File: config.mk
export PLATFORM = sky130hd
export DESIGN_NAME = pipe_ctrl_flat
export DESIGN_NICKNAME = d
export VERILOG_FILES = /design/src/rtl/pipe_ctrl_if.sv /design/src/rtl/pipe_ctrl.sv /design/src/flat_wrapper.sv
export SDC_FILE = /design/constraint.sdc
export NUM_CORES = 1
export LEC_CHECK = 0
export CAP_MARGIN = 20
export CORE_ASPECT_RATIO = 1.1
export CORE_MARGIN = 2
export CORE_UTILIZATION = 30
export CTS_BUF_LIST = sky130_fd_sc_hd__clkbuf_8 sky130_fd_sc_hd__clkbuf_16
export CTS_CLUSTER_SIZE = 30
export DETAILED_ROUTE_END_ITERATION = 10
export HOLD_SLACK_MARGIN = 0.06
export PLACE_DENSITY = 0.8
export REMOVE_ABC_BUFFERS = 1
export SYNTH_ARGS = -nofsm -noshare
export SYNTH_HDL_FRONTEND = slang
export SYNTH_SLANG_ARGS = --single-unit
File: constraint.sdc
create_clock -name clk -period 2.55 [get_ports clk]
set_clock_uncertainty 0.1 [all_clocks]
set_input_delay 0.51 -clock clk [delete_from_list [all_inputs] [get_ports clk]]
set_output_delay 0.51 -clock clk [all_outputs]
set_load 0.05 [all_outputs]
File: src/rtl/pipe_ctrl_if.sv
// Handshake bundle between the pipeline datapath (master) and the hazard/flush controller (slave).
interface pipe_ctrl_if;
    logic        id_valid;
    logic [3:0]  id_rq_addr;
    logic [3:0]  id_rs_addr;
    logic [3:0]  ex_rd_addr;
    logic        ex_rd_we;
    logic        ex_is_load;
    logic        ex_multi;
    logic [3:0]  ex_multi_cycles;
    logic        ex_flush;
    logic        stall_if;
    logic        stall_id;
    logic        bubble_ex;
    logic        hold_ex;
    logic        flush_ifid;
    logic [1:0]  state;
    logic [15:0] perf_stall_cnt;
    logic [15:0] perf_flush_cnt;

    modport master (
        output id_valid, id_rq_addr, id_rs_addr, ex_rd_addr, ex_rd_we, ex_is_load,
               ex_multi, ex_multi_cycles, ex_flush,
        input  stall_if, stall_id, bubble_ex, hold_ex, flush_ifid, state,
               perf_stall_cnt, perf_flush_cnt
    );

    modport slave (
        input  id_valid, id_rq_addr, id_rs_addr, ex_rd_addr, ex_rd_we, ex_is_load,
               ex_multi, ex_multi_cycles, ex_flush,
        output stall_if, stall_id, bubble_ex, hold_ex, flush_ifid, state,
               perf_stall_cnt, perf_flush_cnt
    );
endinterface

File: src/rtl/pipe_ctrl.sv
// Pipeline stall/flush controller: load-use stalls, multi-cycle EX holds, branch flushes.
// Optional performance counters are built only when PIPE_CTRL_PERF_EN is defined.
module pipe_ctrl #(
    parameter int FLUSH_DEPTH = 2
) (
    input  logic       clk,
    input  logic       rst,
    pipe_ctrl_if.slave bus
);
    typedef enum logic [1:0] {RUN = 2'd0, MULTI = 2'd1, FLUSH = 2'd2} state_t;

    localparam logic [3:0] FLUSH_INIT = (FLUSH_DEPTH > 1) ? 4'(FLUSH_DEPTH - 2) : 4'd0;

    state_t     st, st_nxt;
    logic [3:0] cnt, cnt_nxt;
    logic       hazard;
    logic       c_stall, c_bubble, c_hold, c_flush;

    assign hazard = bus.id_valid & bus.ex_is_load & bus.ex_rd_we & (bus.ex_rd_addr != 4'd0) &
                    ((bus.ex_rd_addr == bus.id_rq_addr) | (bus.ex_rd_addr == bus.id_rs_addr));

    always_ff @(posedge clk or posedge rst) begin
        if (rst) begin
            st  <= RUN;
            cnt <= 4'd0;
        end else begin
            st  <= st_nxt;
            cnt <= cnt_nxt;
        end
    end

    always_comb begin
        st_nxt   = st;
        cnt_nxt  = cnt;
        c_stall  = 1'b0;
        c_bubble = 1'b0;
        c_hold   = 1'b0;
        c_flush  = 1'b0;
        case (st)
            RUN: begin
                // An asserted ex_multi outranks the hazard even when N=0, so it then does nothing.
                if (bus.ex_flush) begin
                    c_flush = 1'b1;
                    if (FLUSH_DEPTH > 1) begin
                        st_nxt  = FLUSH;
                        cnt_nxt = FLUSH_INIT;
                    end
                end else if (bus.ex_multi) begin
                    if (bus.ex_multi_cycles != 4'd0) begin
                        c_stall = 1'b1;
                        c_hold  = 1'b1;
                        st_nxt  = MULTI;
                        cnt_nxt = bus.ex_multi_cycles - 4'd1;
                    end
                end else if (hazard) begin
                    c_stall  = 1'b1;
                    c_bubble = 1'b1;
                end
            end
            MULTI: begin
                c_stall = 1'b1;
                c_hold  = 1'b1;
                if (cnt == 4'd0) st_nxt = RUN;
                else             cnt_nxt = cnt - 4'd1;
            end
            FLUSH: begin
                c_flush = 1'b1;
                if (cnt == 4'd0) st_nxt = RUN;
                else             cnt_nxt = cnt - 4'd1;
            end
            default: begin
                st_nxt  = RUN;
                cnt_nxt = 4'd0;
            end
        endcase
    end

    // Outputs are masked while reset is held so stray inputs cannot leak through.
    assign bus.stall_if   = c_stall  & ~rst;
    assign bus.stall_id   = c_stall  & ~rst;
    assign bus.bubble_ex  = c_bubble & ~rst;
    assign bus.hold_ex    = c_hold   & ~rst;
    assign bus.flush_ifid = c_flush  & ~rst;
    assign bus.state      = st;

`ifdef PIPE_CTRL_PERF_EN
    logic [15:0] stall_cnt, flush_cnt;

    always_ff @(posedge clk or posedge rst) begin
        if (rst) begin
            stall_cnt <= 16'd0;
            flush_cnt <= 16'd0;
        end else begin
            if (c_stall && stall_cnt != 16'hFFFF) stall_cnt <= stall_cnt + 16'd1;
            if (c_flush && flush_cnt != 16'hFFFF) flush_cnt <= flush_cnt + 16'd1;
        end
    end

    assign bus.perf_stall_cnt = stall_cnt;
    assign bus.perf_flush_cnt = flush_cnt;
`else
    assign bus.perf_stall_cnt = 16'd0;
    assign bus.perf_flush_cnt = 16'd0;
`endif

endmodule

File: src/flat_wrapper.sv
// flat-port wrapper written by rule: the top's interface ports become plain ports
module pipe_ctrl_flat 
#(
    parameter int FLUSH_DEPTH = 2
)
  (clk, rst, bus_id_valid, bus_id_rq_addr, bus_id_rs_addr, bus_ex_rd_addr, bus_ex_rd_we, bus_ex_is_load, bus_ex_multi, bus_ex_multi_cycles, bus_ex_flush, bus_stall_if, bus_stall_id, bus_bubble_ex, bus_hold_ex, bus_flush_ifid, bus_state, bus_perf_stall_cnt, bus_perf_flush_cnt);
  pipe_ctrl_if bus_i ();
  input  logic clk;
  input  logic rst;
  input wire logic [$bits(bus_i.id_valid)-1:0] bus_id_valid;
  input wire logic [$bits(bus_i.id_rq_addr)-1:0] bus_id_rq_addr;
  input wire logic [$bits(bus_i.id_rs_addr)-1:0] bus_id_rs_addr;
  input wire logic [$bits(bus_i.ex_rd_addr)-1:0] bus_ex_rd_addr;
  input wire logic [$bits(bus_i.ex_rd_we)-1:0] bus_ex_rd_we;
  input wire logic [$bits(bus_i.ex_is_load)-1:0] bus_ex_is_load;
  input wire logic [$bits(bus_i.ex_multi)-1:0] bus_ex_multi;
  input wire logic [$bits(bus_i.ex_multi_cycles)-1:0] bus_ex_multi_cycles;
  input wire logic [$bits(bus_i.ex_flush)-1:0] bus_ex_flush;
  output wire logic [$bits(bus_i.stall_if)-1:0] bus_stall_if;
  output wire logic [$bits(bus_i.stall_id)-1:0] bus_stall_id;
  output wire logic [$bits(bus_i.bubble_ex)-1:0] bus_bubble_ex;
  output wire logic [$bits(bus_i.hold_ex)-1:0] bus_hold_ex;
  output wire logic [$bits(bus_i.flush_ifid)-1:0] bus_flush_ifid;
  output wire logic [$bits(bus_i.state)-1:0] bus_state;
  output wire logic [$bits(bus_i.perf_stall_cnt)-1:0] bus_perf_stall_cnt;
  output wire logic [$bits(bus_i.perf_flush_cnt)-1:0] bus_perf_flush_cnt;
  assign bus_i.id_valid = bus_id_valid;
  assign bus_i.id_rq_addr = bus_id_rq_addr;
  assign bus_i.id_rs_addr = bus_id_rs_addr;
  assign bus_i.ex_rd_addr = bus_ex_rd_addr;
  assign bus_i.ex_rd_we = bus_ex_rd_we;
  assign bus_i.ex_is_load = bus_ex_is_load;
  assign bus_i.ex_multi = bus_ex_multi;
  assign bus_i.ex_multi_cycles = bus_ex_multi_cycles;
  assign bus_i.ex_flush = bus_ex_flush;
  assign bus_stall_if = bus_i.stall_if;
  assign bus_stall_id = bus_i.stall_id;
  assign bus_bubble_ex = bus_i.bubble_ex;
  assign bus_hold_ex = bus_i.hold_ex;
  assign bus_flush_ifid = bus_i.flush_ifid;
  assign bus_state = bus_i.state;
  assign bus_perf_stall_cnt = bus_i.perf_stall_cnt;
  assign bus_perf_flush_cnt = bus_i.perf_flush_cnt;
  pipe_ctrl #(.FLUSH_DEPTH(FLUSH_DEPTH)) u_core (.clk(clk), .rst(rst), .bus(bus_i));
endmodule
# Word level (Yosys, flattened, before mapping)
# Cells that the tools add are included.
# totals
regBits	6
input_bits	23
out_inout_bits	39
elab_cells	52
# classes
n_addsub	2
eq_ne	8
mux	23
bitwise	10
n_reduce_logical	7
# op_table
operator	n
two-way mux 4 bit	4
two-way mux 1 bit	10
AND 1 bit	8
== test 4 bit	2
two-way mux 2 bit	4
case mux 4 bit (2 select lines)	1
nonzero test 4 bit	2
subtractor 4 x 1 -> 4 bit (second input constant)	2
case mux 1 bit (2 select lines)	3
AND reduction 3 bit	2
zero test 4 bit	1
case mux 2 bit (2 select lines)	1
!= test 3 x 2 -> 1 bit (second input constant)	1
!= test 3 bit (second input constant)	1
== test 2 x 1 -> 1 bit (second input constant)	1
== test 2 bit (second input constant)	1
zero test 2 bit	1
!= test 2 x 1 -> 1 bit (second input constant)	1
!= test 2 bit (second input constant)	1
OR reduction 2 bit	1
inverter 1 bit	1
bitwise OR 1 bit	1

# Logic depth before layout (Yosys ltp)
# Gate-level depths: netlist (run 1).
# logic_depth
depth_word	9
ltp_mapped	7
depth_no_buf	6

# Least setup slack after synthesis (run 1)
# OpenSTA, ideal clock, no wires.
# synth_timing
path_type	reg2out
from	register u_core.st[0] (netlist: u_core.bus.state[0])
to	output port bus_stall_if
t_arrival_ns	2.419
required_time_ns	1.940
slack_ns	-0.479
stages_incl_launch_ff	8
n_path_buf	1
cell_sequence	dfrtp_1 > inv_1 > ha_1 > and2b_2 > nand3_1 > or4_4 > o22ai_2 > buf_4
# synth_between
elab_chain_len	3
elab_cells_between_ends	4
classes_between	1 x eq/ne; 1 x mux; 1 x bitwise; 1 x reduce/logical
# synth_lines
item	line_no	source
start, declared	pipe_ctrl.sv:14	state_t st, st_nxt;
start signal, assigned	pipe_ctrl.sv:27	st <= st_nxt;
== test 2 x 1 -> 1 bit or zero test 2 bit (tied branches)	pipe_ctrl.sv:39	case (st)
case mux 1 bit (2 select lines) *	pipe_ctrl.sv:39	
AND 1 bit *	-	
end, declared	flat_wrapper.sv:19	output wire logic [$bits(bus_i.stall_if)-1:0] bus_stall_if;
# Mark *: on every way between the ends. The rest lies on a longest branch, timed or not.

# Worst setup path after layout (run 1)
# layout_timing
from	input port bus_ex_rd_we
to	output port bus_stall_if
# layout_between
elab_chain_len	8
# layout_lines
item	line_no	source
start, declared	flat_wrapper.sv:14	input wire logic [$bits(bus_i.ex_rd_we)-1:0] bus_ex_rd_we;
AND 1 bit (3 in a row)	pipe_ctrl.sv:19	assign hazard = bus.id_valid & bus.ex_is_load & bus.ex_rd_we & (bus.ex_rd_addr != 4'd0) &
two-way mux 1 bit	pipe_ctrl.sv:55	end else if (hazard) begin
two-way mux 1 bit	pipe_ctrl.sv:48	end else if (bus.ex_multi) begin
two-way mux 1 bit	pipe_ctrl.sv:42	if (bus.ex_flush) begin
case mux 1 bit (2 select lines)	pipe_ctrl.sv:39	
AND 1 bit	pipe_ctrl.sv:79	assign bus.stall_if = c_stall & ~rst;
# No other way between the ends.

==> results.ini, run 1 <==
[run_status]
status=complete, no violations

[die]
die_w_microns=56.3
die_area_sq_um=3460
rows=20
start_util_pct=31.9
core_area_sq_um=2830
die_h_microns=61.5
ios=62

[job]
drv_cap=0

[critical_path]
crit_required_ns=1.94
start_kind=input pin
rrSetupSlack_ns=0.90
worst_r2r_endpoint=u_core.cnt[2]
worstPathMaxFanout=2
r2r-start=u_core.bus.state[0]
rr_worst_depth=6
end_kind=output port
critPathKind=input pin to output port
arrival_ns=1.89
crit_start=bus_ex_rd_we

[cells_and_area]
drive_gt1_share_pct=31.1
utilization_pct=48.8
fin_cells=194
fin_nets=193
syn_to_final_growth_pct=52.8
final_cell_mix=conb_1, buf_4, clkdlybuf4s50_1
n_antenna_cell=0
fin_area_sq_um=1380
mostFrequentLayoutCell=conb_1

[timing]
hold_ws_ns=0.434
period_share_pct=98.1
fmax_ghz=0.400
fin_tns_setup_ns=0
fin_crit_ns=2.50
rsz0062_at_grt=true
setup_violations=0
finalHoldViolations=0
maxSlewViolCount=0
worst_slack_ns=0.0475

[clock_tree]
clk_path_buf_depth=2
cts_inserted_buffers=3
ctsHoldBuffers=0
clkSinkCount=6
htree_levels=1
clockRootBuffer=clkbuf_8
path_clk_slew_ns=0.04
worstSkewPairLatency_ns=0.23
tritoncts=done

[synthesis]
synthCells=110
synthAdderAreaFrac_pct=9.71
synth-edff-count=0
synth_seq_area_share_pct=16.6
synth_top_family_by_area=buffers and inverters
async_reset_ff_share_pct=100
avgSynthCellArea_sq_um=8.20
synth-warning-count=0
synth.area.mux_share_pct=0
syn_area_sq_um=902
synth_cell_types=34
synthXorXnorAreaFrac_pct=10.7
synth-simple-area-share_pct=14.7
synthFlopType=dfrtp_1
synth_seq_cells=6
synth-compound-area-share_pct=16.6

[pwr]
leakage_nw=0.687
power_mw=1.13
ir_drop_uv=348
p_comb_share_pct=72.5
p_per_area_nw_per_um2=818
clockPowerShare_pct=12.8
p_int_mw=0.573
seqPwrFrac_pct=14.7
switching_share_pct=49.2
switchingPower_mw=0.556

[grt]
grt_pass1_wl_microns=3380
grt_usage_pct=13.1
overflow=0
grt_max_degree=8
first_global_vias=794
antenna_found_initial=0

[route]
wl_per_cell_microns=10.7
antenna_left=0
vias=842
drc_errors=0
vias_per_cell=4.34
firstDrtPassIters=4
drtIter0Drc=23
routed_wl_microns=2080

[hold_path]
hp-class=flip-flop to flip-flop
min_from=u_core.cnt[1]
holdPathEnd=u_core.cnt[1]
hold-path-cell-count=2

[placement]
placed_cell_area_sq_um=1240
pre_cts_slack_ns=-0.354
dp_hpwl_microns=1700
place_congestion=0.843
place_inst=187
io_buffer_count=29

worst max-delay path: stages:
cell and delay (ns):
clkdlybuf4s50_1 0.47, nand3_2 0.07, or4_4 0.52, o22ai_4 0.14, buf_6 0.18
worst max path at each step:
stage | to | slack (ns) | depth (start not counted)
after global routing | bus_stall_if | -0.03 | 7
after CTS | bus_stall_if | 0.01 | 6
after detailed placement | bus_stall_if | -0.35 | 8
after floorplan | bus_stall_id | -0.52 | 6
final | bus_stall_if | 0.05 | 5
after global placement | bus_stall_if | -0.30 | 8
Yosys cell counts (2+ instances only):
library cell  instances  area, sq um
a21oi_1               4         20.0
buf_4                33          248
dfrtp_1               6          150
ha_1                  7         87.6
inv_1                 9         33.8
nand2_1               3         11.3
nor2_1                4         15.0
nor3_1                3         15.0
nor4_1                2         12.5
o21ai_0               6         30.0
xnor2_1               4         35.0
xor2_1                7         61.3
layout make-up:
type	count	area [sq um]
Timing Repair Buffer	50	460
Sequential cell	6	150
Inverter	9	33.8
Clock buffer	3	41.3
Multi-Input combinational cell	93	652
Tap cell	33	41.3
Fill cell	281	1450
logic make-up (layout without fill, tap and decap cells):
logic type                 after synthesis  after routing
buffers and inverters                   42             62
AOI/OAI and AO/OA                       22             22
and+or+nand+nor                         21             21
xor gates and xnor gates                11             11
adders and majority gates                7              7
DFF                                      6              6
other                                    1             32
power by group through the flow:
stage / Clock, mW / Combinational [mW] / Sequential (mW)
after CTS: 0.149 / 0.769 / 0.163
after floorplan: 0 / 0.464 / 0.212
after global routing: 0.154 / 0.896 / 0.173
final: 0.144 / 0.819 / 0.166
after global placement: 0 / 0.725 / 0.162
after detailed placement: 0 / 0.736 / 0.164
registers in the layout, summed over array words and instances, names as in the netlist:
signal / cells
u_core.bus.state: 2
u_core.cnt: 4
metal layers:
metal  vias to the layer above  wire, microns  GRT usage (%)
li1                        415              -              -
met1                       375            734           12.4
met2                        44           1100           25.9
met3                         8            176           3.99
met4                         0             61           7.14
met5                         -              0              0
timing repair:
item	CTS	global route
setup buffers	1	3
resized for setup	20	14
pin swaps	6	7
endpoints found under the hold margin	0	0
endpoints found under the setup margin	4	4
Power figures use the tool's default switching activity.
==> run 2: changes to the inputs <==
--- a/config.mk
+++ b/config.mk
@@ -5,7 +5,7 @@
 export SDC_FILE = /design/constraint.sdc
 export NUM_CORES = 1
 export LEC_CHECK = 0
-export CAP_MARGIN = 20
+export CAP_MARGIN = 25
 export CORE_ASPECT_RATIO = 1.1
 export CORE_MARGIN = 2
 export CORE_UTILIZATION = 30
==> constraint.sdc (replaced) <==
create_clock -name clk -period 2.8 [get_ports clk]
set_clock_uncertainty 0.1 [all_clocks]
set_input_delay 0.56 -clock clk [delete_from_list [all_inputs] [get_ports clk]]
set_output_delay 0.56 -clock clk [all_outputs]
set_load 0.05 [all_outputs]
==> results.ini, run 2 (synthesis results as in run 1) <==
[route]
vias_per_cell=4.38  ; was 4.34
drtIter0Drc=10  ; was 23
antenna_left=0  ; unchanged
firstDrtPassIters=4  ; unchanged
wl_per_cell_microns=10.4  ; was 10.7 microns
routed_wl_microns=1970  ; was 2080 microns
vias=828  ; was 842
drc_errors=0  ; unchanged

[die]
ios=62  ; unchanged
die_h_microns=61.5  ; unchanged
rows=20  ; unchanged
core_area_sq_um=2830  ; unchanged
die_area_sq_um=3460  ; unchanged
die_w_microns=56.3  ; unchanged
start_util_pct=31.9  ; unchanged

[timing]
rsz0062_at_grt=false  ; was true
fin_crit_ns=2.74
maxSlewViolCount=0  ; unchanged
fmax_ghz=0.365
setup_violations=0  ; unchanged
fin_tns_setup_ns=0  ; unchanged
worst_slack_ns=0.0600  ; was 0.0475 ns
period_share_pct=97.9
finalHoldViolations=0  ; unchanged

[critical_path]
rr_worst_depth=6  ; unchanged
cp_slowest_stage_delay_ns=0.46  ; was 0.52 ns
crit_required_ns=2.14  ; was 1.94 ns
worst_r2r_endpoint=u_core.cnt[3]  ; was u_core.cnt[2]
critPathKind=input pin to output port  ; unchanged
crit_start=bus_ex_flush  ; was bus_ex_rd_we
start_kind=input pin  ; unchanged
slowest_stage=or4_4  ; unchanged
end_kind=output port  ; unchanged
worstPathMaxFanout=2  ; unchanged
r2r-start=u_core.bus.state[0]  ; unchanged
endpoint=bus_stall_if  ; unchanged
path_cells=clkdlybuf4s50_1, and2b_2, nand3_1, or4_4, o22ai_4, buf_6  ; was clkdlybuf4s50_1, nand3_2, or4_4, o22ai_4, buf_6
rrSetupSlack_ns=0.94  ; was 0.90 ns
arrival_ns=2.08  ; was 1.89 ns

[grt]
antenna_found_initial=0  ; unchanged
grt_usage_pct=11.9  ; was 13.1%
grt_pass1_wl_microns=3220  ; was 3380 microns
grt_max_degree=8  ; unchanged
first_global_vias=793  ; was 794
overflow=0  ; unchanged

[pwr]
clockPowerShare_pct=13.8  ; was 12.8%
leakage_nw=0.651  ; was 0.687 nW
seqPwrFrac_pct=16.6  ; was 14.7%
ir_drop_uv=359  ; was 348 uV
p_comb_share_pct=69.6  ; was 72.5%
p_int_mw=0.472  ; was 0.573 mW
p_per_area_nw_per_um2=726  ; was 818 nW/um^2
switching_share_pct=50.9  ; was 49.2%
switchingPower_mw=0.490  ; was 0.556 mW

[clock_tree]
cts_inserted_buffers=3  ; unchanged
clk_path_buf_depth=2  ; unchanged
tritoncts=done  ; unchanged
worstSkewPairLatency_ns=0.23  ; about the same
htree_levels=1  ; unchanged
clockRootBuffer=clkbuf_8  ; unchanged
path_clk_slew_ns=0.04  ; about the same
clkSinkCount=6  ; unchanged
ctsHoldBuffers=0  ; unchanged

[placement]
placed_cell_area_sq_um=1180  ; was 1240 sq um
dp_hpwl_microns=1570  ; was 1700 microns
place_congestion=0.863  ; was 0.843
pre_cts_slack_ns=-0.176  ; was -0.354 ns
io_buffer_count=29  ; unchanged

[cells_and_area]
largest_register_ffs=4  ; unchanged
final_cell_mix=conb_1, clkdlybuf4s50_1, buf_4  ; was conb_1, buf_4, clkdlybuf4s50_1
utilization_pct=46.8  ; was 48.8%
syn_to_final_growth_pct=46.7  ; was 52.8%
fin_nets=188  ; was 193
top_register=u_core.cnt  ; unchanged
n_antenna_cell=0  ; unchanged
drive_gt1_share_pct=22.4  ; was 31.1%
fin_area_sq_um=1320  ; was 1380 sq um
mostFrequentLayoutCell=conb_1  ; unchanged

[job]
drv_cap=0  ; unchanged

[run_status]
status=complete, no violations  ; unchanged

[hold_path]
hp-class=input pin to async pin  ; was flip-flop to flip-flop

## run 2: routing by layer
| layer | part of all wire (%) | vias up | global-route usage [%] | wire (microns) |
|---|---|---|---|---|
| li1 | - | 404 | - | - |
| met1 | 37 | 385 | 12.4 | 727 |
| met2 | 52 | 37 | 22.5 | 1030 |
| met3 | 9.4 | 2 | 3.78 | 186 |
| met4 | 1.2 | 0 | 4.76 | 24 |
| met5 | 0 | - | 0 | 0 |
## run 2: how the worst min path moves through the flow
stage | from | end | slack, ns
floorplan | rst | u_core.bus.state[0] | 0.26
global placement | u_core.cnt[1] | u_core.cnt[1] | 0.42
detailed placement | u_core.cnt[1] | u_core.cnt[1] | 0.44
CTS | u_core.cnt[1] | u_core.cnt[1] | 0.45
global route | rst | u_core.cnt[3] | 0.39
finish | rst | u_core.cnt[3] | 0.34
## run 2: worst max-delay path, delay by kind of cell
kind	cells	cell delay (ns)
AOI/OAI and AO/OA	1	0.17
buffers and inverters	2	0.59
and+or+nand+nor	3	0.76
## run 2: area by class of cell
class                      instances  area, sq um
fill                             275         1500
multi-input combinational         93          622
timing repair buffer              45          435
sequential                         6          150
clock buffer                       3         41.3
tap                               33         41.3
inverter                           9         33.8
## run 2: metrics by stage
step,power [mW],cells,hold slack [ns]
global placement,0.783,179,0.418
floorplan,0.616,108,0.259
CTS,0.955,189,0.452
finish,0.961,189,0.343
detailed placement,0.795,179,0.444
global route,1.04,189,0.389
## run 2: what timing repair did
item,in CTS,in global routing
pin swaps,2,2
setup buffers,7,0
resized for setup,7,6
setup endpoints to repair,4,3
gates cloned,0,0
## run 2: power by group through the flow
stage	logic, mW	registers, mW	clock network (mW)
after detailed placement	0.634	0.160	0
after global placement	0.625	0.158	0
final	0.669	0.160	0.132
after floorplan	0.423	0.193	0
after CTS	0.661	0.159	0.136
after global routing	0.734	0.166	0.139
